==> src/rtl/enc8to3_pend_pkg.sv <==
// rtl/enc8to3_pend_pkg.sv - shared types, defaults and helpers for the pending encoder
//
// Purpose: default sizing, FSM state type and the one-hot / popcount helpers
//          used by the pending encoder top.
// Ports:   none (package)
package enc8to3_pend_pkg;

  localparam int N_DEF = 8;
  localparam int W_DEF = 3;

  // Helpers work on a wide fixed vector; callers size-cast to their own N.
  localparam int MAX_N = 64;

  typedef enum logic {
    ST_IDLE  = 1'b0,
    ST_OFFER = 1'b1
  } enc_st_t;

  function automatic logic [MAX_N-1:0] onehot_f(input int unsigned idx);
    return MAX_N'(1) << idx;
  endfunction

  function automatic int unsigned popcnt_f(input logic [MAX_N-1:0] vec);
    int unsigned cnt;
    cnt = 0;
    for (int i = 0; i < MAX_N; i++) begin
      cnt = cnt + int'(vec[i]);
    end
    return cnt;
  endfunction

endpackage

==> src/rtl/enc8to3_pend_if.sv <==
// rtl/enc8to3_pend_if.sv - index offer handshake between encoder and consumer
//
// Purpose: bundles the offered index with its valid/ready handshake.
// Signals: code_o  W  offered index
//          valid_o 1  code_o is valid
//          ready_i 1  consumer accepts code_o (handshake = valid_o & ready_i)
// Modports: master = encoder side, slave = consumer side.
interface enc8to3_pend_if
  import enc8to3_pend_pkg::*;
#(
  parameter int W = W_DEF
);
  logic [W-1:0] code_o;
  logic         valid_o;
  logic         ready_i;

  modport master (output code_o, output valid_o, input ready_i);
  modport slave  (input code_o, input valid_o, output ready_i);
endinterface

==> src/rtl/enc8to3_pend_prio_pick.sv <==
// rtl/enc8to3_pend_prio_pick.sv - combinational fixed / rotating priority search
//
// Purpose: returns the first set bit of vec, scanning from 0 (rr=0) or from
//          ptr upward with wrap (rr=1).
// Ports:   vec  in  N  candidate bits
//          ptr  in  W  scan start when rr=1 (must be < N)
//          rr   in  1  1 = rotate scan start to ptr
//          idx  out W  index of the chosen bit (0 when none)
//          any  out 1  vec has at least one set bit
module enc8to3_pend_prio_pick #(
  parameter int N = 8,
  parameter int W = 3
) (
  input  logic [N-1:0] vec,
  input  logic [W-1:0] ptr,
  input  logic         rr,
  output logic [W-1:0] idx,
  output logic         any
);

  logic [W-1:0] base;
  logic [N-1:0] rot;

  assign base = rr ? ptr : '0;
  // Rotate right by base: rot[k] corresponds to vec[(k + base) mod N].
  assign rot  = N'({vec, vec} >> base);

  // Scan downward so the lowest rotated position is the last one written.
  always_comb begin
    idx = '0;
    any = 1'b0;
    for (int k = N - 1; k >= 0; k--) begin
      if (rot[k]) begin
        any = 1'b1;
        idx = W'((int'(base) + k) % N);
      end
    end
  end

endmodule

==> src/rtl/enc8to3_pend.sv <==
// rtl/enc8to3_pend.sv - sticky-pending 8-to-3 encoder with valid/ready index output
//
// Purpose: latches request lines into sticky pending bits and offers one
//          binary index per cycle; a bit clears only when its index is accepted.
// Ports:   clk      in  1  clock, rising edge
//          rst_n    in  1  asynchronous active-low reset
//          req_i    in  N  request lines, OR'd into pending every edge
//          clr_i    in  1  synchronous flush of pending, offer and RR pointer
//          out_if   master  code_o / valid_o / ready_i handshake
//          pend_o   out N  pending register (offered bit stays until accepted)
//          multi_o  out 1  more than one pending bit
module enc8to3_pend
  import enc8to3_pend_pkg::*;
#(
  parameter int N  = N_DEF,
  parameter int W  = W_DEF,
  parameter int RR = 0
) (
  input  logic                 clk,
  input  logic                 rst_n,
  input  logic [N-1:0]         req_i,
  input  logic                 clr_i,
  enc8to3_pend_if.master       out_if,
  output logic [N-1:0]         pend_o,
  output logic                 multi_o
);

  enc_st_t      state_q, state_d;
  logic [W-1:0] code_q,  code_d;
  logic [N-1:0] pend_q,  pend_d;
  logic [W-1:0] ptr_q,   ptr_d;

  logic         valid;
  logic         hs;
  logic [N-1:0] served;
  logic [N-1:0] avail;
  logic [W-1:0] ptr_adv;
  logic [W-1:0] ptr_eff;
  logic [W-1:0] pick_idx;
  logic         pick_any;

  assign valid   = (state_q == ST_OFFER);
  assign hs      = valid & out_if.ready_i;
  assign served  = hs ? N'(onehot_f(int'(code_q))) : '0;

  // While stalled nothing may be picked, so the offer cannot be preempted.
  assign avail   = (valid & ~out_if.ready_i) ? '0 : (pend_q & ~served);

  // Explicit wrap keeps the pointer inside 0..N-1 for any N.
  assign ptr_adv = (int'(code_q) == N - 1) ? '0 : code_q + W'(1);
  // Scan from the post-handshake pointer so back-to-back picks rotate too.
  assign ptr_eff = hs ? ptr_adv : ptr_q;

  enc8to3_pend_prio_pick #(
    .N (N),
    .W (W)
  ) u_pick (
    .vec (avail),
    .ptr (ptr_eff),
    .rr  (RR != 0),
    .idx (pick_idx),
    .any (pick_any)
  );

  always_comb begin
    state_d = state_q;
    code_d  = code_q;
    pend_d  = (pend_q & ~served) | req_i;
    ptr_d   = ptr_eff;

    case (state_q)
      ST_IDLE: begin
        if (pick_any) begin
          code_d  = pick_idx;
          state_d = ST_OFFER;
        end
      end
      ST_OFFER: begin
        if (out_if.ready_i) begin
          if (pick_any) begin
            code_d = pick_idx;
          end else begin
            state_d = ST_IDLE;
          end
        end
      end
      default: state_d = ST_IDLE;
    endcase

    // Flush wins over requests and a concurrent handshake.
    if (clr_i) begin
      state_d = ST_IDLE;
      code_d  = '0;
      pend_d  = '0;
      ptr_d   = '0;
    end
  end

  always_ff @(posedge clk or negedge rst_n) begin
    if (!rst_n) begin
      state_q <= ST_IDLE;
      code_q  <= '0;
      pend_q  <= '0;
      ptr_q   <= '0;
    end else begin
      state_q <= state_d;
      code_q  <= code_d;
      pend_q  <= pend_d;
      ptr_q   <= ptr_d;
    end
  end

  assign out_if.code_o  = code_q;
  assign out_if.valid_o = valid;
  assign pend_o         = pend_q;
  assign multi_o        = popcnt_f(MAX_N'(pend_q)) > 1;

endmodule

==> src/flat_wrapper.sv <==
// flat-port wrapper written by rule: the top's interface ports become plain ports
module enc8to3_pend_flat import enc8to3_pend_pkg::*;
#(
  parameter int N  = N_DEF,
  parameter int W  = W_DEF,
  parameter int RR = 0
)
  (clk, rst_n, req_i, clr_i, pend_o, multi_o, out_if_code_o, out_if_valid_o, out_if_ready_i);
  enc8to3_pend_if #(.W(W)) out_if_i ();
  input  logic clk;
  input  logic rst_n;
  input  logic [N-1:0] req_i;
  input  logic clr_i;
  output logic [N-1:0] pend_o;
  output logic multi_o;
  output wire logic [$bits(out_if_i.code_o)-1:0] out_if_code_o;
  output wire logic [$bits(out_if_i.valid_o)-1:0] out_if_valid_o;
  input wire logic [$bits(out_if_i.ready_i)-1:0] out_if_ready_i;
  assign out_if_code_o = out_if_i.code_o;
  assign out_if_valid_o = out_if_i.valid_o;
  assign out_if_i.ready_i = out_if_ready_i;
  enc8to3_pend #(.N(N), .W(W), .RR(RR)) u_core (.clk(clk), .rst_n(rst_n), .req_i(req_i), .clr_i(clr_i), .out_if(out_if_i), .pend_o(pend_o), .multi_o(multi_o));
endmodule
==> config.mk <==
export PLATFORM = sky130hd
export DESIGN_NAME = enc8to3_pend_flat
export DESIGN_NICKNAME = d
export VERILOG_FILES = /design/src/rtl/enc8to3_pend_pkg.sv /design/src/rtl/enc8to3_pend_if.sv /design/src/rtl/enc8to3_pend_prio_pick.sv /design/src/rtl/enc8to3_pend.sv /design/src/flat_wrapper.sv
export SDC_FILE = /design/constraint.sdc
export NUM_CORES = 1
export LEC_CHECK = 0
export CORE_UTILIZATION = 49
export CTS_CLUSTER_DIAMETER = 40
export DETAILED_ROUTE_END_ITERATION = 8
export PLACE_DENSITY = 0.93
export SYNTH_ARGS = -nofsm -noshare
export SYNTH_HDL_FRONTEND = slang
export SYNTH_SLANG_ARGS = --single-unit
==> constraint.sdc <==
create_clock -name clk -period 4.3 [get_ports clk]
set_input_delay 0.43 -clock clk [delete_from_list [all_inputs] [get_ports clk]]
set_output_delay 0.43 -clock clk [all_outputs]
set_load 0.02 [all_outputs]
=== Word level (Yosys, flattened, before mapping) ===
Index checks and enable logic that the tools add are counted.
Widths: inputs -> output; s select.

* Input bits: 12
* Output and inout bits: 13
* Flip-flop bits (word level): 12

* Bitwise gates (word level): 7
* Shift-type cells: 1
* Order comparisons: 1
* Add/subtract/negate cells: 7
* Eq/ne operators: 1
* Mux-type cells: 27

{| class="wikitable"
|+ Operator list
! operator !! count
|-
| $add 32x1->32 || 6
|-
| $mux 3 || 11
|-
| $gt 32x1->1 const B || 1
|-
| $mux 8 || 3
|-
| $mux 1 || 11
|-
| $and 8x8->8 || 1
|-
| $not 8->8 || 1
|-
| $or 8x8->8 || 1
|-
| $shl 1x3->8 const A || 1
|-
| $pmux 3 s2 || 1
|-
| $ne 3x3->1 const B || 1
|-
| $add 1x1->2 || 1
|-
| $and 1x1->1 || 2
|-
| $not 1->1 || 2
|-
| $pmux 1 s2 || 1
|}

=== Logic depth before layout (Yosys ltp) ===
* Depth in word-level cells: 17
* Gate-level depth with buffers: 11
* Depth with buffers taken out: 11

=== Cells and area by module ===
From an unflattened synthesis, not the netlist that was laid out.

* Cells, all modules: 216
* Area, all modules: 1813.0 um2

{| class="wikitable"
|+ Modules (own cells, without submodules)
! module !! instances !! sequential area each (um2) !! area each (um2) !! cells each
|-
| enc8to3_pend || 1 || 375.4 || 1067.3 || 120
|-
| enc8to3_pend_prio_pick || 1 || 0.0 || 745.7 || 96
|}

=== Worst setup path after synthesis ===
Ideal clock, no wire load.

* Kind: register to output
* Start point: register u_core.pend_q[0], in the netlist u_core.pend_o[0]
* End point: output multi_o
* Arrival time: 2835 ps
* Cell stages (with the launch flop): 12
* Buffers on the path: 0
* Path slack: 1035 ps
* Cells stage by stage: dfrtp_1 ha_1 inv_1 fa_1 fa_1 inv_1 fa_1 inv_1 fa_1 a211oi_1 mux2_2 nand2_1

* Word-level cells in the longest chain between the ends: 8

{| class="wikitable"
|+ Ends and longest elaborated chain
! element !! line !! RTL
|-
| from (decl) || enc8to3_pend.sv:30 || <nowiki>logic [N-1:0] pend_q, pend_d;</nowiki>
|-
| from (signal assigned) || enc8to3_pend.sv:108 || <nowiki>pend_q <= pend_d;</nowiki>
|-
| $add 1x1->2 || enc8to3_pend_pkg.sv:27 || <nowiki>cnt = cnt + int'(vec[i]);</nowiki>
|-
| $add 32x1->32 (6 in series) || enc8to3_pend_pkg.sv:27 ||
|-
| $gt 32x1->1 || enc8to3_pend.sv:116 || <nowiki>assign multi_o = popcnt_f(MAX_N'(pend_q)) > 1;</nowiki>
|-
| to (decl) || flat_wrapper.sv:15 || <nowiki>output logic multi_o;</nowiki>
|}

Every way passes these cells.

=== Worst setup path in the final report ===
Same ends and word-level chain as after synthesis.

==> flow_metrics.env <==
export IMPL_grt_pass1_vias=786
export IMPL_comb_power_share_pct=39.2
export IMPL_drcViolationCount=4
export IMPL_gp_congestion=0.842
export IMPL_hold_ws_ns=0.509
export IMPL_grt_overflow_total=0
export IMPL_hpwl_um=1630
export IMPL_internal_power_mw=0.245
export IMPL_grt_max_degree=13
export IMPL_drv_slew=0
export IMPL_fmax_mhz=243
export IMPL_die_x_um=43.5
export IMPL_power_mw=0.379
export IMPL_seqPwrFrac_pct=36.6
export IMPL_vias=793
export IMPL_n_antenna_cell=0
export IMPL_postCtsResizedCells=0
export IMPL_irDropWorstVdd_mv=0.220
export IMPL_antenna_left=0
export IMPL_layout_common_cells="24 x clkdlybuf4s50_1, 14 x inv_1, 12 x nor2_1, 12 x dfrtp_1"
export IMPL_relSlewSlack_pct=62.1
export IMPL_synth_nets=110
export IMPL_drive_gt1_share_pct=5.93
export IMPL_worst_ep_arrival_time_ns=3.68
export IMPL_synth_seq_area_share_pct=35.6
export IMPL_power_net_switching_mw=0.134
export IMPL_startpoint_type="register"
export IMPL_hold_viol=0
export IMPL_start_util_pct=54.1
export IMPL_finalCritPeriodShare_pct=95.6
export IMPL_r2r_start="u_core.out_if.code_o[0]"
export IMPL_yosys_register_bits=12
export IMPL_clock_power_share_pct=24.2
export IMPL_violations="design-rule violations"
export IMPL_via_per_inst=5.92
export IMPL_syn_to_final_growth_pct=34.7
export IMPL_setup_tns_final_ns=0
export IMPL_drv_cap=0
export IMPL_fin_skew_ns=0.000968
export IMPL_cts_tree="yes"
export IMPL_outcome="finished, violations left"
export IMPL_die_y_um=43.5
export IMPL_syn_inst=91
export IMPL_rrSetupSlack_ns=2.38
export IMPL_numPortBuffers=24
export IMPL_rows=14
export IMPL_ys_types=30
export IMPL_cp_end_kind="output pin"
export IMPL_dp_cells=130
export IMPL_synth_area_um2=843
export IMPL_clkLatencyLatePin_ns=0.28
export IMPL_rsz0062_at_grt="no"
export IMPL_first_iter_violations=30
export IMPL_ctsHoldBuffers=0
export IMPL_coreArea_um2=1560
export IMPL_crit_start="u_core.pend_o[0]"
export IMPL_powerDensity_nw_per_um2=334
export IMPL_setup_viol=0
export IMPL_yosysWarningCount=0
export IMPL_cts_made_buffers=3
export IMPL_antenna_found_initial=0
export IMPL_hold_class="in2async"
export IMPL_final_cells=134
export IMPL_wl_per_cell_um=15.8
export IMPL_wirelength_um=2120
export IMPL_numClockSinks=12
export IMPL_fin_ws_ns=0.191
export IMPL_cts_htree_levels=1
export IMPL_clk_pin_slew_ns=0.08
export IMPL_grt_first_pass_wirelength_um=3610
export IMPL_crit_path_max_fanout=4
export IMPL_die_area_um2=1890
export IMPL_swShare_pct=35.5
export IMPL_dp_slack_ns=0.506
export IMPL_clockRootBuffer="clkbuf_4"
export IMPL_avgSynthCellArea_um2=9.27
export IMPL_worst_pin_slew_ns=0.567
export IMPL_nets=138
export IMPL_post_cts_buffers=0
export IMPL_clock_path_buffers=2
export IMPL_layout_min_cycle_time_ns=4.11
export IMPL_layout_commonest_cell="clkdlybuf4s50_1"
export IMPL_pin_count=25
export IMPL_p_leak_nw=0.497
export IMPL_worstSetupPathType="reg2out"
export IMPL_dr_pass1_iters=6
export IMPL_worstPathRequired_ns=3.87
export IMPL_grt_usage_pct=26.2
==> per-stage QoR <==
stage	utilization [%]	area, µm²
floorplan	-	843
global placement	70.5	1100
detailed placement	70.5	1100
CTS	72.9	1140
global route	72.9	1140
finish	72.9	1140
==> metal layers <==
layer	wire [µm]	global-route usage [%]	up-vias
met2	1050	40.6	28
met1	909	32.9	382
met3	91	5.83	9
met5	0	0	-
met4	62	17.5	0
li1	-	-	374
==> worst max-delay path, stage by stage (launching register included) <==
cell,delay [ns]
dfrtp_1,0.43
ha_1,0.31
inv_1,0.07
fa_1,0.42
fa_1,0.49
inv_1,0.05
fa_1,0.39
inv_1,0.09
fa_1,0.18
a211oi_1,0.05
mux2_2,0.27
nand2_1,0.06
clkdlybuf4s50_1,0.59
==> Yosys cell counts <==
master	number	share of area (%)
nor4bb_1	1	1.2
a311oi_1	1	1.0
o31ai_1	1	0.89
and3_1	1	0.74
o31a_1	1	1.0
nand3_2	1	1.2
o211ai_1	3	2.7
nor2_1	12	5.3
o311a_1	1	1.2
clkbuf_1	1	0.44
a211oi_1	2	1.8
or3_1	1	0.74
nand2_1	4	1.8
nand3_1	3	1.8
a221oi_1	1	1.0
o221ai_1	1	1.0
nand2b_1	5	3.7
a32o_1	1	1.2
ha_1	3	4.5
inv_1	14	6.2
or3b_1	1	1.0
o21ai_0	4	2.4
or2_0	1	0.74
o41ai_4	1	3.3
mux2_2	1	1.3
fa_1	4	9.5
a21oi_1	5	3.0
and3b_1	1	1.0
dfrtp_1	12	36
o21a_1	3	2.7
==> path summary, 6_finish.rpt <==
check,endpoint,depth (start not counted)
min reg2reg,u_core.pend_o[1],2
min in group clk,u_core.pend_o[1],2
max reg2reg,u_core.out_if.valid_o,5
max,multi_o,12
max in group asynchronous,u_core.pend_o[1],1
min,u_core.out_if.valid_o,1
==> sequential cells by signal, indices dropped and copies added, names as in the netlist <==
signal	cells
u_core.out_if.code_o	3
u_core.out_if.valid_o	1
u_core.pend_o	8
==> power groups by stage <==
stage	combinational, mW	clock [mW]	sequential, mW
CTS	0.148	0.0938	0.138
global route	0.164	0.0991	0.141
global placement	0.141	0	0.140
floorplan	0.0773	0	0.148
detailed placement	0.148	0	0.140
finish	0.149	0.0917	0.139
==> cell type report <==
class,instances,area (µm²)
tap,16,20.0
fill,115,423
inverter,14,52.6
sequential,12,300
timing repair buffer,24,240
multi-input combinational,64,487
clock buffer,4,36.3
==> cells by family after synthesis <==
| logic type | after synthesis | synth area share, % |
|---|---|---|
| and+or+nand+nor | 31 | 19.3 |
| AOI/OAI and AO/OA | 25 | 23.1 |
| DFF | 12 | 35.6 |
| muxes | 1 | 1.34 |
| buffers and inverters | 15 | 6.68 |
| adders and majority gates | 7 | 13.9 |
No activity file was read; power rests on OpenSTA's default activity.
